`src/rtl/usb_speed_sequencer_if.sv`:
```
// Register-block <-> speed sequencer bus, plus the USB speed encodings
// shared by the sequencer, the autodetector and the capture path.

`ifndef USB_SPEED_AUTO
`define USB_SPEED_AUTO 2'd0
`endif
`ifndef USB_SPEED_LS
`define USB_SPEED_LS   2'd1
`endif
`ifndef USB_SPEED_FS
`define USB_SPEED_FS   2'd2
`endif
`ifndef USB_SPEED_HS
`define USB_SPEED_HS   2'd3
`endif

interface usb_speed_sequencer_if;
  logic       I_start;
  logic       I_abort;
  logic [1:0] I_mode;
  logic [1:0] I_det_speed;
  logic       O_det_restart;
  logic [1:0] O_speed;
  logic       O_locked;
  logic       O_busy;
  logic       O_error;
  logic [3:0] O_retries;

  // master: register block / autodetector side driving requests
  modport master (
    output I_start, I_abort, I_mode, I_det_speed,
    input  O_det_restart, O_speed, O_locked, O_busy, O_error, O_retries
  );

  // slave: the sequencer itself
  modport slave (
    input  I_start, I_abort, I_mode, I_det_speed,
    output O_det_restart, O_speed, O_locked, O_busy, O_error, O_retries
  );
endinterface

```
`src/rtl/usb_speed_sequencer.sv`:
```
// USB speed-selection supervisor: forced speed or autodetect with blanking,
// timeout and bounded retries. Optional relock on lost detection: USB_SEQ_RELOCK_EN.

module usb_speed_sequencer #(
  parameter int pTIMER_WIDTH = 22,
  parameter int pTIMEOUT     = 3000000,
  parameter int pBLANK       = 16,
  parameter int pMAX_RETRIES = 3
) (
  input logic                  fe_clk,
  input logic                  reset_n,
  usb_speed_sequencer_if.slave bus
);

  typedef enum logic [2:0] {
    S_IDLE    = 3'd0,
    S_RESTART = 3'd1,
    S_BLANK   = 3'd2,
    S_WAIT    = 3'd3,
    S_LOCKED  = 3'd4,
    S_FAIL    = 3'd5
  } state_e;

  localparam logic [pTIMER_WIDTH-1:0] BLANK_LAST   = pTIMER_WIDTH'(pBLANK - 1);
  localparam logic [pTIMER_WIDTH-1:0] TIMEOUT_LAST = pTIMER_WIDTH'(pTIMEOUT - 1);
  localparam logic [pTIMER_WIDTH-1:0] TIMER_MAX    = '1;
  localparam logic [pTIMER_WIDTH-1:0] TIMER_ONE    = pTIMER_WIDTH'(1);
  localparam logic [3:0]              MAX_RETRIES  = 4'(pMAX_RETRIES);

  state_e                  state_q;
  logic [pTIMER_WIDTH-1:0] timer_q;
  logic [3:0]              retries_q;
  logic [1:0]              speed_q;
  logic                    restart_q;
  logic                    locked_q;
  logic                    busy_q;
  logic                    error_q;

  logic [pTIMER_WIDTH-1:0] timer_inc;
  logic                    in_seq;
  logic                    start_ok;
  logic                    det_valid;
  logic                    run_start;
  logic                    forced_start;
  logic                    timeout;
  logic                    retry_fire;
  logic                    relock_fire;

  assign timer_inc    = (timer_q == TIMER_MAX) ? timer_q : timer_q + TIMER_ONE;
  assign in_seq       = (state_q == S_RESTART) || (state_q == S_BLANK) || (state_q == S_WAIT);
  assign start_ok     = (state_q == S_IDLE) || (state_q == S_LOCKED) || (state_q == S_FAIL);
  assign det_valid    = (bus.I_det_speed != `USB_SPEED_AUTO);

  // A start while sequencing always restarts the autodetect run, whatever the mode.
  assign run_start    = bus.I_start &&
                        (in_seq || (start_ok && (bus.I_mode == `USB_SPEED_AUTO)));
  assign forced_start = bus.I_start && start_ok && (bus.I_mode != `USB_SPEED_AUTO);
  assign timeout      = (state_q == S_WAIT) && !det_valid && (timer_q == TIMEOUT_LAST);
  assign retry_fire   = timeout && (retries_q != MAX_RETRIES) && !bus.I_start;

`ifdef USB_SEQ_RELOCK_EN
  logic auto_lock_q;  // current lock came from the autodetector
  logic miss_q;       // previous LOCKED cycle saw no detector result

  assign relock_fire = (state_q == S_LOCKED) && auto_lock_q && miss_q &&
                       !det_valid && !bus.I_start;
`else
  assign relock_fire = 1'b0;
`endif

  always_ff @(posedge fe_clk or negedge reset_n) begin
    if (!reset_n) begin
      state_q     <= S_IDLE;
      timer_q     <= '0;
      retries_q   <= '0;
      speed_q     <= `USB_SPEED_AUTO;
      restart_q   <= 1'b0;
      locked_q    <= 1'b0;
      busy_q      <= 1'b0;
      error_q     <= 1'b0;
`ifdef USB_SEQ_RELOCK_EN
      auto_lock_q <= 1'b0;
      miss_q      <= 1'b0;
`endif
    end else begin
      restart_q <= 1'b0;
`ifdef USB_SEQ_RELOCK_EN
      miss_q    <= (state_q == S_LOCKED) && !det_valid;
`endif
      if (bus.I_abort) begin
        // retries survive abort so software can still read the last run
        state_q  <= S_IDLE;
        timer_q  <= '0;
        speed_q  <= `USB_SPEED_AUTO;
        locked_q <= 1'b0;
        busy_q   <= 1'b0;
        error_q  <= 1'b0;
      end else if (run_start || relock_fire || retry_fire) begin
        state_q   <= S_RESTART;
        timer_q   <= '0;
        retries_q <= retry_fire ? retries_q + 4'd1 : 4'd0;
        speed_q   <= `USB_SPEED_AUTO;
        restart_q <= 1'b1;
        locked_q  <= 1'b0;
        busy_q    <= 1'b1;
        error_q   <= 1'b0;
      end else if (forced_start) begin
        state_q     <= S_LOCKED;
        speed_q     <= bus.I_mode;
        locked_q    <= 1'b1;
        busy_q      <= 1'b0;
        error_q     <= 1'b0;
`ifdef USB_SEQ_RELOCK_EN
        auto_lock_q <= 1'b0;
`endif
      end else begin
        case (state_q)
          S_IDLE, S_LOCKED, S_FAIL: ;
          S_RESTART: begin
            state_q <= S_BLANK;
            timer_q <= '0;
          end
          S_BLANK: begin
            if (timer_q == BLANK_LAST) begin
              state_q <= S_WAIT;
              timer_q <= '0;
            end else begin
              timer_q <= timer_inc;
            end
          end
          S_WAIT: begin
            // a result arriving on the timeout cycle still locks
            if (det_valid) begin
              state_q     <= S_LOCKED;
              speed_q     <= bus.I_det_speed;
              locked_q    <= 1'b1;
              busy_q      <= 1'b0;
`ifdef USB_SEQ_RELOCK_EN
              auto_lock_q <= 1'b1;
`endif
            end else if (timeout) begin
              state_q <= S_FAIL;
              speed_q <= `USB_SPEED_AUTO;
              busy_q  <= 1'b0;
              error_q <= 1'b1;
            end else begin
              timer_q <= timer_inc;
            end
          end
          default: begin
            state_q  <= S_IDLE;
            timer_q  <= '0;
            speed_q  <= `USB_SPEED_AUTO;
            locked_q <= 1'b0;
            busy_q   <= 1'b0;
            error_q  <= 1'b0;
          end
        endcase
      end
    end
  end

  assign bus.O_det_restart = restart_q;
  assign bus.O_speed       = speed_q;
  assign bus.O_locked      = locked_q;
  assign bus.O_busy        = busy_q;
  assign bus.O_error       = error_q;
  assign bus.O_retries     = retries_q;

endmodule

```
`src/flat_wrapper.sv`:
```
// flat-port wrapper written by rule: the top's interface ports become plain ports
module usb_speed_sequencer_flat 
#(
  parameter int pTIMER_WIDTH = 22,
  parameter int pTIMEOUT     = 3000000,
  parameter int pBLANK       = 16,
  parameter int pMAX_RETRIES = 3
)
  (fe_clk, reset_n, bus_I_start, bus_I_abort, bus_I_mode, bus_I_det_speed, bus_O_det_restart, bus_O_speed, bus_O_locked, bus_O_busy, bus_O_error, bus_O_retries);
  usb_speed_sequencer_if bus_i ();
  input logic fe_clk;
  input logic reset_n;
  input wire logic [$bits(bus_i.I_start)-1:0] bus_I_start;
  input wire logic [$bits(bus_i.I_abort)-1:0] bus_I_abort;
  input wire logic [$bits(bus_i.I_mode)-1:0] bus_I_mode;
  input wire logic [$bits(bus_i.I_det_speed)-1:0] bus_I_det_speed;
  output wire logic [$bits(bus_i.O_det_restart)-1:0] bus_O_det_restart;
  output wire logic [$bits(bus_i.O_speed)-1:0] bus_O_speed;
  output wire logic [$bits(bus_i.O_locked)-1:0] bus_O_locked;
  output wire logic [$bits(bus_i.O_busy)-1:0] bus_O_busy;
  output wire logic [$bits(bus_i.O_error)-1:0] bus_O_error;
  output wire logic [$bits(bus_i.O_retries)-1:0] bus_O_retries;
  assign bus_i.I_start = bus_I_start;
  assign bus_i.I_abort = bus_I_abort;
  assign bus_i.I_mode = bus_I_mode;
  assign bus_i.I_det_speed = bus_I_det_speed;
  assign bus_O_det_restart = bus_i.O_det_restart;
  assign bus_O_speed = bus_i.O_speed;
  assign bus_O_locked = bus_i.O_locked;
  assign bus_O_busy = bus_i.O_busy;
  assign bus_O_error = bus_i.O_error;
  assign bus_O_retries = bus_i.O_retries;
  usb_speed_sequencer #(.pTIMER_WIDTH(pTIMER_WIDTH), .pTIMEOUT(pTIMEOUT), .pBLANK(pBLANK), .pMAX_RETRIES(pMAX_RETRIES)) u_core (.fe_clk(fe_clk), .reset_n(reset_n), .bus(bus_i));
endmodule
```
`config.mk`:
```
export PLATFORM = sky130hd
export DESIGN_NAME = usb_speed_sequencer_flat
export DESIGN_NICKNAME = d
export VERILOG_FILES = /design/src/rtl/usb_speed_sequencer_if.sv /design/src/rtl/usb_speed_sequencer.sv /design/src/flat_wrapper.sv
export SDC_FILE = /design/constraint.sdc
export NUM_CORES = 1
export LEC_CHECK = 0
export CORE_AREA = 2 2 74 76
export DETAILED_ROUTE_END_ITERATION = 6
export DIE_AREA = 0 0 76 78
export PLACE_DENSITY_LB_ADDON = 0.2
export SYNTH_ARGS = -nofsm -noshare
export SYNTH_HDL_FRONTEND = slang
export SYNTH_SLANG_ARGS = --single-unit
```
`constraint.sdc`:
```
create_clock -name fe_clk -period 4.3 [get_ports fe_clk]
set_input_delay 0.86 -clock fe_clk [delete_from_list [all_inputs] [get_ports fe_clk]]
set_output_delay 0.86 -clock fe_clk [all_outputs]
set_load 0.02 [all_outputs]
```
# Word level (Yosys, flattened, before mapping)
# Index checks and enable logic that the tools add are counted.
# word_totals
ff_bits	35
latch_bits	0
ramBits	0
romBits	0
inputBits	8
output_inout_bits	10
wordCells	100
mem_count	0
# op_classes
add_sub_neg	2
n_mul	0
div_mod_pow	0
n_lt_le_gt_ge	0
n_eq_ne	20
shifts	0
muxes	41
bitwise_logic	1
n_reduce_logical	28
# op_table
operator	count
22-bit two-way mux	7
22-bit case mux with 3 select lines	1
22-bit equality test (second input constant)	2
22-bit by 1-bit adder with 22-bit output (second input constant)	1
22-bit by 4-bit equality test with 1-bit output (second input constant)	1
3-bit two-way mux	6
1-bit two-way mux	16
3-bit case mux with 4 select lines	1
2-bit two-way mux	5
5-bit by 3-bit inequality test with 1-bit output (second input constant)	2
1-bit logical AND	8
4-bit by 2-bit inequality test with 1-bit output (second input constant)	2
4-bit inequality test (second input constant)	2
3-bit by 2-bit equality test with 1-bit output (second input constant)	2
3-bit equality test (second input constant)	2
1-bit logical OR	6
6-bit by 3-bit inequality test with 1-bit output (second input constant)	1
1-bit case mux with 2 select lines	3
2-bit AND reduction	3
3-bit AND reduction	2
5-bit by 4-bit inequality test with 1-bit output (second input constant)	1
5-bit inequality test (second input constant)	1
5-bit OR reduction	1
4-bit by 1-bit adder with 4-bit output (second input constant)	1
13 further kinds	15

# Logic depth before layout (Yosys ltp)
# Gate-level depths: netlist of the first run.
# logic_depth
ltp_word	10
mapped_depth	10
ltp_nobuf	7

# Worst setup path before layout of the first run
# OpenSTA, ideal clock, no wires.
# synth_path
path_type	input to register
startpoint	input bus_I_mode[1]
endpoint	register u_core.timer_q[15]
setup_ps	73
arrival_time_ps	2607
slack_ps	1620
stages	7
n_path_buf	1
cell_sequence	or4b_4 > o311ai_4 > a21oi_4 > or3_1 > buf_2 > or3_1 > a21oi_2
# synth_between
elab_chain_len	7
# synth_rtl
item	line_no	rtl
start, declared	flat_wrapper.sv:15	input wire logic [$bits(bus_i.I_mode)-1:0] bus_I_mode;
2-bit zero test (no source line)	n/a	
1-bit logical AND	usb_speed_sequencer.sv:56	(in_seq || (start_ok && (bus.I_mode == `USB_SPEED_AUTO)));
1-bit logical OR	usb_speed_sequencer.sv:56	
1-bit logical AND	usb_speed_sequencer.sv:55	assign run_start = bus.I_start &&
1-bit logical OR	usb_speed_sequencer.sv:98	end else if (run_start || relock_fire || retry_fire) begin
4-bit inequality test (no source line) (tied with other cells)	n/a	
4-bit AND reduction (no source line) or 22-bit two-way mux (tied branches)	n/a	
end signal, assigned	usb_speed_sequencer.sv:128	timer_q <= timer_inc;
end signal, assigned	usb_speed_sequencer.sv:147	timer_q <= timer_inc;
end, declared	usb_speed_sequencer.sv:31	logic [pTIMER_WIDTH-1:0] timer_q;
# Parallel ways exist; a longest one is shown, timed or not.
# A chain may end at the register's enable or synchronous reset.

# Worst setup path after layout of the first run
# layout_path
startpoint	input bus_I_mode[1]
endpoint	register u_core.timer_q[19]
# The elaborated chain is that of the path after synthesis.

==> metrics, run 1 <==
hpwl dp 3830 um; clock power share 0.278; Lkg Pwr just over 1 nW; die area approximately 5900 um2; Layout Nets ~280; fill cell count approximately 520; CP most frequent cell or3_1; GP Congestion 0.859; initial DRC count 77; library cells used by synthesis 50; routing usage on met3 0.0384; Buf/Inv on CP 1; share of the synthesized area in the top cell type 0.388; initial antenna violation count 0; hold_buf cts 0; crit share post-route 0.699; setup TNS 0 ps; Critical path origin bus_I_mode[1]; All-Layer GR Usage 0.190; min-delay src u_core.bus.O_speed[0]$_DFFE_PN0P_; worst vdd rail ir drop a little under 0.0002 V; Routed WL approximately 5200 um; grt met1 use 0.253; Clock Tree Buf Depth 2; Synth area leaders dfrtp_1 39%, nand3_1 4.0%, a21oi_1 3.5%; nature of the critical path endpoint register; clk sinks 35; Die Y between 70 and 80 um; worst rel slew slack 0.556; mapped cell area 2260 um2; post-layout util 0.507; Post-Syn Instances roughly 260; cell internal pwr 0.616 mW; routing usage on met2 0.299; Net Switching between 0.3 and 0.4 mW; pwr dens around 370 nW/um2; Yosys top cell by area dfrtp_1; crit path launch type primary input; crit-path cells clkdlybuf4s50_1 > or4b_4 > o311ai_4 > a21oi_4 > or3_1 > or3_1 > a21oi_2; Worst Setup Path Type primary input to register; CP max FO 9; Inserted Diodes 0; drc violations 0; final slew viol count 0; # IOs 18; fmax 0.333 GHz; synth warn 0; min-delay worst type register to register; port buffer count 17; # Post-CTS Setup Buffers 0; Die Wd 76 um; FF-to-FF Start u_core.state_q[1]$_DFFE_PN0P_; actual slew at the worst max-slew pin 663 ps; sequential area share after synthesis 0.388; FF+latch count, synth 35; CTS tree done; vias in the first global route 1954; Most used DFF post-synth dfrtp_1; number of routed nets with antenna violations 0; clk_lat worst skew between 200 and 300 ps; effective utilization at floorplan 0.448; largest net degree at the start of global routing 36; DRT Pass-1 Iters 4; CP required approximately 4500 ps; Net Count, Synth 267; Final Hold Vio Count 0; Critical Path AT 3230 ps; GR peak layer met2; post-CTS sizing 0; Worst path top cell family by delay simple AND/OR/NAND/NOR gates; H-tree depth 2; final-report setup violation count 0; biggest cell delay along the critical path 550 ps; via count 2073; Setup Skew slightly above 8 ps; core footprint approximately 5000 um2; average size of a mapped cell 8.79 um2; Post-synth ARST share 1.00; row cnt 26; number of synthesized flops with an enable pin 0; CTS buffer count 5; vias per cell just over 6; WL per Instance 15.5 um; remaining global-route overflow 0; Root Buffer Master clkbuf_8; crit path max-delay cell type or4b_4; R2R Setup Slk approximately 1600 ps; RSZ-0062 raised after global routing no; max cap viols 0; status completed; share of layout cells above drive strength 1 0.0855; sw frac 0.355; fin crit period 3000 ps; Reg power frac 0.420; first-pass GRT wire length approximately 9000 um; Logic pwr share 0.301; clock-pin slew on the worst setup and hold paths approximately 70 ps; area delta synth->final 13.1%
[placed cells by master (no fill, tap or decap), types with 3 or more instances in the layout]
master	count
dfrtp_1	35
nor2_1	20
nand3_1	18
clkdlybuf4s50_1	17
a21oi_1	16
nand2_1	15
o21ai_0	12
nand4_1	11
a31oi_1	10
inv_1	8
nor4_1	8
and3_1	8
clkbuf_8	7
nor3_1	6
and4_1	6
xnor2_1	6
o31ai_1	4
or3_1	4
nor4b_1	4
a21o_1	3
nor2b_1	3
or2_2	3
o21ai_1	3
a211oi_1	3
a22o_1	3
buf_4	3
[path summary, 6_finish.rpt]
check                                                           end  cells after the start
worst max-delay path                 u_core.timer_q[19]$_DFFE_PN0P_                      7
worst min-delay path              u_core.bus.O_speed[0]$_DFFE_PN0P_                      2
worst max register to register       u_core.timer_q[19]$_DFFE_PN0P_                      6
worst min register to register    u_core.bus.O_speed[0]$_DFFE_PN0P_                      2
max in group asynchronous             u_core.state_q[1]$_DFFE_PN0P_                      2
min in group asynchronous       u_core.bus.O_retries[2]$_DFFE_PN0P_                      2
[synthesized netlist by cell type (3+ instances only)]
cell type and count:
nand2_1 15, nor2b_1 3, inv_1 8, o31ai_1 4
nor2_1 20, o21ai_1 3, buf_2 10, nor4_1 8
clkbuf_1 3, nand4_1 11, o21ai_0 12, or3_1 4
nor4b_1 4, a22o_1 3, nor3_1 6, dfrtp_1 35
a31oi_1 10, xnor2_1 6, and4_1 6, a21oi_1 16
or2_2 3, a211oi_1 3, and3_1 8, a21o_1 3
nand3_1 18
[sequential cells by signal, indices dropped and copies added (netlist names)]
register                  cells
u_core.timer_q               22
u_core.bus.O_busy             1
u_core.bus.O_det_restart      1
u_core.bus.O_locked           1
u_core.bus.O_retries          4
u_core.bus.O_speed            2
u_core.bus.O_error            1
u_core.state_q                3
[power groups by stage]
stage	clock [mW]	sequential [mW]	combinational, mW
2_1_floorplan	0	0.391	0.223
3_3_place_gp	0	0.406	0.287
3_5_place_dp	0	0.407	0.288
4_1_cts	0.275	0.400	0.289
5_1_grt	0.289	0.408	0.319
6_report	0.266	0.401	0.288
[worst reg2reg max path, delay by kind of cell (launching register included)]
kind,cells,cell delay [ps]
AND/OR/NAND/NOR,3,1590
flip-flops,1,610
AO/OA/AOI/OAI,3,410
[per-layer routing]
layer	up-vias	share of wire
met5	-	0
met4	0	0.022
met3	16	0.041
met2	46	0.45
met1	1009	0.49
li1	1002	-
[through the flow]
| step | hold slack, ps | total power [mW] | std cells | area (um2) | setup slack, ps |
|---|---|---|---|---|---|
| global route | 573 | 1.02 | 339 | 2550 | 1200 |
| CTS | 534 | 0.964 | 339 | 2550 | 1310 |
| global placement | 509 | 0.692 | 331 | 2450 | 1040 |
| floorplan | 487 | 0.614 | 257 | 2260 | 1620 |
| detailed placement | 519 | 0.694 | 331 | 2450 | 1010 |
| finish | 536 | 0.955 | 339 | 2550 | 1300 |
[final cells by class]
class / count / area [um2] / share of cell area
multi-input combinational: 198 / 1260 / 0.495
timing repair buffer: 20 / 193 / 0.0754
clock inverter: 1 / 7.51 / 0.00294
tap: 70 / 87.6 / 0.0343
sequential: 35 / 876 / 0.343
clock buffer: 7 / 96.3 / 0.0377
inverter: 8 / 30.0 / 0.0118
[kinds of logic (layout without fill, tap and decap cells)]
| kind of cell | count (synthesis) | count (layout) | synth area share |
|---|---|---|---|
| simple gates | 119 | 119 | 0.307 |
| compound gates | 67 | 67 | 0.201 |
| flops | 35 | 35 | 0.388 |
| buf+inv | 24 | 36 | 0.0521 |
| xor+xnor | 7 | 7 | 0.0271 |
| mux | 3 | 3 | 0.0139 |
| fa+ha+maj | 2 | 2 | 0.0111 |
Note: power is estimated with default switching activity, not from simulation.
==> run 2: changes to the inputs <==
- clock period: 4.3 -> 2.45 ns (I/O delays scaled with it)
==> metrics, run 2 (same netlist as run 1, synthesis figures left out) <==
hpwl dp 4280 um (+12%); RSZ-0062 raised after global routing no; commonest non-fill, non-tap cells in the layout 35 x dfrtp_1, 32 x buf_4, 20 x nor2_1; CTS buffer count 5 (unchanged); largest net degree at the start of global routing 36 (unchanged); actual slew at the worst max-slew pin 467 ps (-196 ps); GP Congestion 0.878 (+2.3%); CP max FO 4 (-5); Non-Filler Instances 368 (+8.6%); CTS tree done; crit path launch type primary input; drc violations 0 (unchanged); # IOs 18 (unchanged); min-delay src u_core.bus.O_speed[0]$_DFFE_PN0P_; R2R Setup Slk 190 ps (-1450 ps); Net Switching 0.632 mW (+86%); Root Buffer Master clkbuf_8; final-report setup violation count 0 (unchanged); crit path max-delay cell type or4b_4; die area 5930 um2 (unchanged); effective utilization at floorplan 0.448 (unchanged); crit share post-route 0.962; core footprint 5040 um2 (unchanged); share of layout cells above drive strength 1 0.188 (+0.102); FF-to-FF Start u_core.timer_q[1]$_DFFE_PN0P_; vias per cell 5.85 (-4.4%); clk_lat worst skew 290 ps (about the same); Setup Skew 3.77 ps (-4.31 ps); Clock Tree Buf Depth 2 (unchanged); status completed; Most flops, register u_core.timer_q; port buffer count 17 (unchanged); Final Hold Vio Count 0 (unchanged); cell internal pwr 1.18 mW (+91%); # Post-CTS Setup Buffers 0 (unchanged); max cap viols 0 (unchanged); Die Wd 76 um (unchanged); dpl ws -280 ps (-1290 ps); Reg2Reg Capture Point u_core.timer_q[9]$_DFFE_PN0P_; pwr dens 646 nW/um2 (+73%); initial DRC count 103 (+34%); Routed WL 5680 um (+8.3%); Reg2Reg Depth 8 (+2); vias in the first global route 2084 (+6.7%); post-layout util 0.556 (+0.0494); placed insts 360 (+8.8%); WHS 529 ps (-7.04 ps); CP required 2670 ps (-1850 ps); Buf/Inv on CP 1 (unchanged); Logic pwr share 0.365 (+0.064); row cnt 26 (unchanged); via count 2151 (+3.8%); All-Layer GR Usage 0.206 (+0.0154); biggest cell delay along the critical path 510 ps (-40 ps); number of routed nets with antenna violations 0 (unchanged); hold endpoint u_core.bus.O_speed[0]$_DFFE_PN0P_; Reg power frac 0.375 (-0.045); Critical Path AT 2580 ps (-650 ps); first-pass GRT wire length 9880 um (+9.4%); remaining global-route overflow 0 (unchanged); min-delay worst type register to register; DRT Pass-1 Iters 4 (unchanged); WHS Path Cells 2 (unchanged); nature of the critical path endpoint register; area delta synth->final 24.2%; most common cell after layout, fill and taps aside dfrtp_1; crit-path cells clkdlybuf4s50_1 > or4b_4 > o311ai_4 > a21oi_4 > or3_4 > or3_1 > a21oi_2; clock power share 0.260 (-0.018); Inserted Diodes 0 (unchanged); sw frac 0.349 (-0.00627); fin crit period between 2000 and 2500 ps; final slew viol count 0 (unchanged); Lkg Pwr 1.18 nW (+16%); Worst path top cell family by delay simple AND/OR/NAND/NOR gates; WL per Instance 15.4 um (-0.23%); initial antenna violation count 0 (unchanged); worst rel slew slack 0.689 (+0.133); Die Y 78 um (unchanged); setup TNS 0 ps (unchanged); worst vdd rail ir drop 0.000249 V (+29%); H-tree depth 2 (unchanged); max reg flops 22 (unchanged); Final Worst Setup Slack 92.4 ps (-1200 ps); Layout Nets 307 (+10%); clock-pin slew on the worst setup and hold paths 70 ps (about the same); fmax 0.424 GHz; clk sinks 35 (unchanged); Worst Setup Path Type primary input to register
[run 2: repair_timing]
action,4_1_cts,5_1_grt
endpoints found under the hold margin,0,0
hold buffers,0,0
setup endpoints to repair,0,9
resized for setup,0,8
[run 2: tightest hold or removal path, stage by stage (launching register included)]
cell and delay (ps):
dfrtp_1 380, inv_1 50, o22ai_1 50
[run 2: area by class of cell]
| type | count | area, um2 |
|---|---|---|
| clock buffers | 7 | 96.3 |
| clock inverters | 1 | 7.51 |
| fillers | 474 | 2240 |
| inverters | 8 | 30.0 |
| multi-input cells | 198 | 1290 |
| flip-flops and latches | 35 | 876 |
| well taps | 70 | 87.6 |
| repair buffers | 49 | 415 |
[run 2: worst max path at each step]
| stage | slack, ps | from | endpoint | cells past startpoint |
|---|---|---|---|---|
| CTS | 20 | bus_I_start | u_core.timer_q[19]$_DFFE_PN0P_ | 7 |
| global route | 30 | u_core.timer_q[1]$_DFFE_PN0P_ | u_core.timer_q[9]$_DFFE_PN0P_ | 8 |
| finish | 90 | bus_I_mode[0] | u_core.timer_q[19]$_DFFE_PN0P_ | 7 |
| detailed placement | -280 | bus_I_start | u_core.timer_q[19]$_DFFE_PN0P_ | 7 |
| floorplan | 140 | bus_I_mode[1] | u_core.timer_q[15]$_DFFE_PN0P_ | 7 |
| global placement | -230 | bus_I_start | u_core.timer_q[19]$_DFFE_PN0P_ | 7 |
[run 2: through the flow]
| stage | power [mW] | instance area [um2] |
|---|---|---|
| detailed placement | 1.33 | 2670 |
| floorplan | 1.08 | 2260 |
| finish | 1.81 | 2800 |
| global route | 1.93 | 2800 |
| global placement | 1.33 | 2670 |
| CTS | 1.81 | 2770 |
[run 2: routing by layer]
metal | up-vias | routed length, um | global-route usage
li1 | 1059 | - | -
met1 | 1030 | 2610 | 0.281
met2 | 57 | 2720 | 0.330
met3 | 5 | 284 | 0.0372
met4 | 0 | 62 | 0.0709
met5 | - | 0 | 0
[run 2: power groups by stage]
stage               registers [mW]  clock network (mW)  logic, mW
floorplan                    0.685                   0      0.392
global placement             0.682                   0      0.646
detailed placement           0.683                   0      0.649
CTS                          0.671               0.488      0.653
global route                 0.687               0.514      0.728
finish                       0.679               0.471      0.661
